**config.mk**
```make
export PLATFORM = sky130hd
export DESIGN_NAME = gate_selftest_ctrl
export DESIGN_NICKNAME = d
export VERILOG_FILES = /design/src/rtl/gate_selftest_ctrl.sv
export SDC_FILE = /design/constraint.sdc
export NUM_CORES = 1
export LEC_CHECK = 0
export ABC_AREA = 1
export BUFFER_PORTS_ARGS = -buffer_cell sky130_fd_sc_hd__buf_2
export CORE_UTILIZATION = 41
export CTS_BUF_LIST = sky130_fd_sc_hd__clkbuf_8
export DETAILED_ROUTE_END_ITERATION = 6
export GPL_ROUTABILITY_DRIVEN = 1
export GPL_TIMING_DRIVEN = 0
export SYNTH_ARGS = -nofsm -noshare
export SYNTH_HDL_FRONTEND = slang
export SYNTH_SLANG_ARGS = --single-unit
```
**constraint.sdc**
```tcl
create_clock -name clk -period 5 [get_ports clk]
set_input_delay 0.75 -clock clk [delete_from_list [all_inputs] [get_ports clk]]
set_output_delay 0.75 -clock clk [all_outputs]
set_load 0.01 [all_outputs]
```
**src/rtl/gate_selftest_ctrl.sv**
```systemverilog
// Purpose : built-in self-test sequencer for the two-input basic gate block.
// Latency : start edge to done pulse is 4*SETTLE_CYCLES+5 cycles.
// Backpr. : none; start is only honoured in IDLE and is never queued.
//
// Ports:
//   clk, rst_n     rising-edge clock, asynchronous active-low reset
//   start          request a run (accepted only while idle)
//   o_a, o_b       operands driven to the gate block, {o_a,o_b} == vec_idx
//   i_gates        gate block outputs {and, or, nand, nor, xor, xnor}
//   busy           high whenever a run is in progress (including DONE)
//   done           one-cycle pulse marking the end of a run
//   pass           last completed run had no mismatches; held until next start
//   fail_vec       per-vector mismatch flags, bit k for {a,b} == k
//   err_gate       OR of mismatching gate bits over all vectors
//   vec_idx        index of the vector currently applied
module gate_selftest_ctrl #(
  parameter int unsigned SETTLE_CYCLES = 4,
  parameter bit          LOOP          = 1'b0
) (
  input  logic       clk,
  input  logic       rst_n,
  input  logic       start,
  output logic       o_a,
  output logic       o_b,
  input  logic [5:0] i_gates,
  output logic       busy,
  output logic       done,
  output logic       pass,
  output logic [3:0] fail_vec,
  output logic [5:0] err_gate,
  output logic [1:0] vec_idx
);

  typedef enum logic [1:0] {
    IDLE   = 2'd0,
    SETTLE = 2'd1,
    CHECK  = 2'd2,
    DONE   = 2'd3
  } state_t;

  // The counter counts down from SETTLE_CYCLES-1 to 0, giving exactly
  // SETTLE_CYCLES cycles of settle time per vector.
  localparam logic [7:0] CNT_LOAD = 8'(SETTLE_CYCLES - 1);

  state_t     state;
  logic [7:0] settle_cnt;
  logic [5:0] sample;
  logic [5:0] expected;
  logic [5:0] mismatch;
  logic [3:0] fail_vec_nxt;
  logic [5:0] err_gate_nxt;
  logic [1:0] vec_idx_inc;

  // Ideal truth table for the operands currently applied.
  always_comb begin
    expected = {o_a & o_b, o_a | o_b, ~(o_a & o_b), ~(o_a | o_b),
                o_a ^ o_b, ~(o_a ^ o_b)};
  end

  // Each bit defaults to "mismatch" and is cleared only on a clean equality,
  // so an X or Z sample bit (whose compare is unknown) reports as a mismatch.
  always_comb begin
    mismatch = 6'b111111;
    for (int i = 0; i < 6; i++) begin
      if (sample[i] == expected[i]) begin
        mismatch[i] = 1'b0;
      end else begin
        mismatch[i] = 1'b1;
      end
    end
  end

  // Result accumulators as they will look after the current CHECK cycle;
  // pass in DONE is derived from these so the last vector is included.
  always_comb begin
    fail_vec_nxt = fail_vec;
    if (|mismatch) begin
      fail_vec_nxt[vec_idx] = 1'b1;
    end
    err_gate_nxt = err_gate | mismatch;
    vec_idx_inc  = vec_idx + 2'd1;
  end

  always_ff @(posedge clk or negedge rst_n) begin
    if (!rst_n) begin
      state      <= IDLE;
      settle_cnt <= 8'd0;
      sample     <= 6'd0;
      o_a        <= 1'b0;
      o_b        <= 1'b0;
      busy       <= 1'b0;
      done       <= 1'b0;
      pass       <= 1'b0;
      fail_vec   <= 4'd0;
      err_gate   <= 6'd0;
      vec_idx    <= 2'd0;
    end else begin
      done <= 1'b0;
      case (state)
        IDLE: begin
          if (start) begin
            state      <= SETTLE;
            busy       <= 1'b1;
            vec_idx    <= 2'd0;
            {o_a, o_b} <= 2'b00;
            fail_vec   <= 4'd0;
            err_gate   <= 6'd0;
            pass       <= 1'b0;
            settle_cnt <= CNT_LOAD;
          end
        end

        SETTLE: begin
          if (settle_cnt == 8'd0) begin
            sample <= i_gates;
            state  <= CHECK;
          end else begin
            settle_cnt <= settle_cnt - 8'd1;
          end
        end

        CHECK: begin
          fail_vec <= fail_vec_nxt;
          err_gate <= err_gate_nxt;
          if (vec_idx == 2'd3) begin
            state <= DONE;
            done  <= 1'b1;
            pass  <= (fail_vec_nxt == 4'd0);
          end else begin
            vec_idx    <= vec_idx_inc;
            {o_a, o_b} <= vec_idx_inc;
            settle_cnt <= CNT_LOAD;
            state      <= SETTLE;
          end
        end

        DONE: begin
          vec_idx    <= 2'd0;
          {o_a, o_b} <= 2'b00;
          if (LOOP) begin
            // Free-running mode: clear the per-run results but keep pass
            // from the run just finished until the next DONE updates it.
            state      <= SETTLE;
            fail_vec   <= 4'd0;
            err_gate   <= 6'd0;
            settle_cnt <= CNT_LOAD;
          end else begin
            state <= IDLE;
            busy  <= 1'b0;
          end
        end

        default: begin
          state <= IDLE;
          busy  <= 1'b0;
        end
      endcase
    end
  end

endmodule

```
# Word-level counts from Yosys, hierarchy flattened
# Index checks and enable logic that the tools add are counted.
[classes]
eq_ne = 15
n_reduce_logical = 16
bitwise = 8
order_cmp = 2
n_mux = 35
addsub = 2
[ops]
columns = ["cell", "count"]
rows = [
  ["8-bit two-way mux", 3],
  ["8-bit case mux with 3 select lines", 1],
  ["1-bit two-way mux", 14],
  ["6-bit case mux with 2 select lines", 1],
  ["2-bit two-way mux", 5],
  ["2-bit != test (second input constant)", 5],
  ["8-bit zero test", 1],
  ["4-bit two-way mux", 2],
  ["2-bit case mux with 4 select lines", 1],
  ["4-bit case mux with 2 select lines", 1],
  ["2-bit AND reduction", 4],
  ["8-bit by 1-bit subtractor with 8-bit output (second input constant)", 1],
  ["1-bit equality test", 6],
  ["2-bit equality test (second input constant)", 3],
  ["6-bit two-way mux", 1],
  ["6-bit OR", 1],
  ["1-bit case mux with 3 select lines", 2],
  ["2-bit case mux with 3 select lines", 1],
  ["3-bit AND reduction", 2],
  ["3-bit nonzero test", 2],
  ["6-bit OR reduction", 1],
  ["4-bit zero test", 1],
  ["4-bit OR", 1],
  ["1-bit case mux with 2 select lines", 2],
  ["other kinds (13)", 16],
]
[word_totals]
out_inout_bits = 17
inputBits = 9
elab_cells = 89
reg_bits = 33

# Depth between registers and ports, before layout
[logic_depth]
ltp_word = 9
mapped_depth = 12
mapped_depth_nobuf = 12

# Least setup slack after synthesis
# Ideal clock, no wire load.
[synth_timing]
kind = "input -> register"
startpoint = "input port start"
endpoint = "register settle_cnt[4]"
slack_ns = 3.276
arrival_ns = 1.604
cell_stages = 9
n_path_buf = 2
setup_time_ns = 0.121
required_time_ns = 4.879
cell_sequence = "buf_2 > inv_1 > nand2_1 > nand3_1 > nor2_2 > buf_6 > nand3_2 > o21ai_1 > nor2_1"
[synth_via]
elab_chain_len = 2
[synth_rtl]
columns = ["item", "line", "text"]
rows = [
  ["start, declared", "22", "input logic start,"],
  ["2-bit != test (no source line)", "--", ""],
  ["4-bit AND reduction (no source line)", "--", ""],
  ["end signal, assigned", "118", "settle_cnt <= settle_cnt - 8'd1;"],
  ["end, declared", "46", "logic [7:0] settle_cnt;"],
]
# Every way passes these cells.
# A chain may end at the register's enable or synchronous reset.

# Worst setup path in the final report
[layout_timing]
startpoint = "register o_b"
endpoint = "register pass"
[layout_via]
elab_chain_len = 9
elab_cells_between_ends = 23
classes_between = "eq/ne (6); mux (9); bitwise (6); reduce/logical (2)"
[layout_rtl]
columns = ["item", "line", "text"]
rows = [
  ["start, declared", "24", "output logic o_b,"],
  ["start signal, assigned", "131", "{o_a, o_b} <= vec_idx_inc;"],
  ["1-bit XOR, or another cell as far along", "57", "o_a ^ o_b, ~(o_a ^ o_b)};"],
  ["1-bit NOT (on tied branches)", "57, 56", ""],
  ["1-bit equality test", "65", "if (sample[i] == expected[i]) begin"],
  ["1-bit two-way mux", "65", ""],
  ["6-bit OR reduction *", "77", "if (|mismatch) begin"],
  ["4-bit two-way mux *", "77", ""],
  ["4-bit zero test *", "128", "pass <= (fail_vec_nxt == 4'd0);"],
  ["1-bit two-way mux *", "125", "if (vec_idx == 2'd3) begin"],
  ["1-bit case mux with 2 select lines *", "99", "case (state)"],
  ["end signal, assigned", "128", ""],
  ["end, declared", "28", "output logic pass,"],
]
# Every way passes the cells marked *; elsewhere a longest branch is shown, timed or not. The select of a mux whose other input is x is not followed.

==> flow_summary.json <==
{
  "r2r_slack_ns": 3.05,
  "start_util": 0.441,
  "cap_violations": 0,
  "drv_slew": 0,
  "grt.total_usage": 0.186,
  "worstHoldStart": "busy",
  "grt_pass1_wl_um": 5990,
  "cp-startpoint": "o_b",
  "place_inst": 290,
  "rsz0062_at_grt": "false",
  "ant_nets": 0,
  "syn_inst": 218,
  "die_area_um2": 4350,
  "hold_depth": 2,
  "antenna_cells": 0,
  "final_hold_viol_count": 0,
  "num_rows": 22,
  "core-area_um2": 3800,
  "r2r-start": "o_b",
  "clk_latency_ns": 0.28,
  "syn_area_um2": 1680,
  "max-slew-margin-rel": 0.537,
  "layout_common_cells": "65 x nand2_1, 31 x dfrtp_1, 30 x inv_1",
  "nets": 264,
  "fmax_mhz": 514,
  "cts_sinks": 31,
  "path_class": "register to register",
  "grt_max_degree": 32,
  "cp-end-kind": "register",
  "arrival_ns": 2.17,
  "power_leakage_nw": 1.04,
  "hold_class": "register to register",
  "critPathLaunchType": "register",
  "worst_slack_ns": 3.05,
  "crit_fanout": 6,
  "ys_warn_count": 0,
  "cts-resized-gates": 0,
  "die_w_um": 65.9,
  "cts_buffers": 5,
  "drt_iter0_drc": 104,
  "final_cell_area_um2": 1940,
  "cts_tree": "yes",
  "setup_tns_ns": 0,
  "r2r_end": "pass",
  "path_clk_slew_ns": 0.06,
  "place_ws_ns": 3.08,
  "finalCriticalPeriod_ns": 1.95,
  "wirelength_met1_um": 1870,
  "ys_types": 23,
  "portBuffers": 24,
  "num_vias": 1424,
  "dr_wl_met3_um": 173,
  "fin_crit_sh": 0.389,
  "htree_levels": 2,
  "ios": 26,
  "fin_util": 0.510,
  "cts_buffer_depth": 2,
  "ir_worst_vdd_uv": 123,
  "holdBufCountCts": 0,
  "drt-total-wl_um": 3490,
  "die_y_um": 65.9,
  "drc": 0,
  "worst_pin_slew_ns": 0.694,
  "fin_skew_ns": 0.00399,
  "post_cts_buffers": 0,
  "place_area_um2": 1860,
  "gp_congestion": 0.752,
  "dr.pass1.iters": 4,
  "nFillCells": 379,
  "clockRootBuffer": "clkbuf_8",
  "antenna_found_initial": 0,
  "ys_seq_area_frac": 0.463,
  "outcome": "completed",
  "powerDensity_nw_per_um2": 230,
  "top_layer": "met4",
  "finalSetupViolCount": 0,
  "cp.required_ns": 5.22,
  "ys_seq_elements": 31,
  "grt-ovfl-total": 0,
  "avgSynthCellArea_um2": 7.69,
  "met2WireLength_um": 1390,
  "synth_nets": 233,
  "reg2reg_depth": 12,
  "layout-drive-gt1-share": 0.180,
  "holdPathEnd": "busy",
  "final_common_cell": "nand2_1",
  "area.growth.synth_to_final_pct": 15.6,
  "fin_cells": 298,
  "wl_per_cell_um": 11.7,
  "post-dp-hpwl_um": 2560,
  "viasPerCell": 4.78,
  "grt_pass1_vias": 1330
}
==> critical path, cell delays in order (launching register included) <==
cell	delay, ns
dfrtp_1	0.41
inv_1	0.11
ha_1	0.40
inv_1	0.12
nand2_1	0.07
nand2_1	0.06
nor2_1	0.14
nand3_1	0.16
nand2_1	0.11
nand2_1	0.07
nor2_1	0.10
nand3_1	0.07
nand2_1	0.06
==> state kept, by name, indices dropped and copies added, names as in the netlist, 2 cells and up <==
signal      cells
fail_vec        4
state           2
settle_cnt      8
err_gate        6
sample          6
==> power by group <==
group | switching, mW | total (mW) | internal [mW]
Combinational | 0.00633 | 0.00860 | 0.00228
Clock | 0.0927 | 0.186 | 0.0934
Sequential | 0 | 0.251 | 0.251
Total | 0.0991 | 0.446 | 0.346
==> final cells by class <==
class / count / area [um2] / share of cell area
sequential: 31 / 776 / 0.400
multi-input combinational: 150 / 742 / 0.383
timing repair buffer: 24 / 120 / 0.0620
inverter: 30 / 113 / 0.0581
clock buffer: 5 / 68.8 / 0.0355
tap: 48 / 60.1 / 0.0310
buffer: 7 / 46.3 / 0.0239
clock inverter: 3 / 12.5 / 0.00646
==> cell families after synthesis <==
family                   synth area share
AO/OA/AOI/OAI                       0.119
XOR/XNOR                           0.0104
adder cells (fa/ha/maj)            0.0448
buffers and inverters              0.0948
flip-flops                          0.463
AND/OR/NAND/NOR                     0.269
==> through the flow <==
| step | power [mW] | hold slack, ns |
|---|---|---|
| 3_5_place_dp | 0.265 | 0.482 |
| 3_3_place_gp | 0.265 | 0.473 |
| 5_1_grt | 0.463 | 0.531 |
| 6_report | 0.446 | 0.491 |
| 4_1_cts | 0.451 | 0.497 |
| 2_1_floorplan | 0.257 | 0.454 |
==> layer usage <==
metal  GRT usage  vias up
li1            -      753
met1       0.262      626
met2       0.263       40
met3      0.0603        5
met4      0.0718        0
met5           0        -
==> worst max-delay path by stage <==
| stage | depth (start not counted) | slack, ns | endpoint |
|---|---|---|---|
| final | 12 | 3.05 | pass |
| after global routing | 12 | 2.86 | pass |
| after CTS | 12 | 3.06 | pass |
| after detailed placement | 12 | 3.08 | pass |
| after global placement | 12 | 3.11 | pass |
| after floorplan | 9 | 3.28 | settle_cnt[4] |
==> cells in the mapped netlist <==
cell type / count / area, um2
dfrtp_1: 31 / 776
o21ai_0: 18 / 90.1
nand2_1: 65 / 244
nor2_2: 2 / 12.5
buf_2: 4 / 20.0
a31oi_1: 1 / 6.26
ha_1: 6 / 75.1
inv_2: 2 / 7.51
nor2_1: 14 / 52.6
nand3_2: 1 / 10.0
o21ai_1: 2 / 10.0
buf_6: 1 / 11.3
nor3_4: 1 / 16.3
inv_1: 28 / 105
and3_1: 1 / 6.26
buf_4: 2 / 15.0
xor2_1: 2 / 17.5
nor2_4: 1 / 11.3
or2_2: 1 / 6.26
o31ai_1: 1 / 7.51
nand3_1: 12 / 60.1
nand4_1: 5 / 31.3
a21oi_1: 17 / 85.1
No activity file was read; power rests on OpenSTA's default activity.
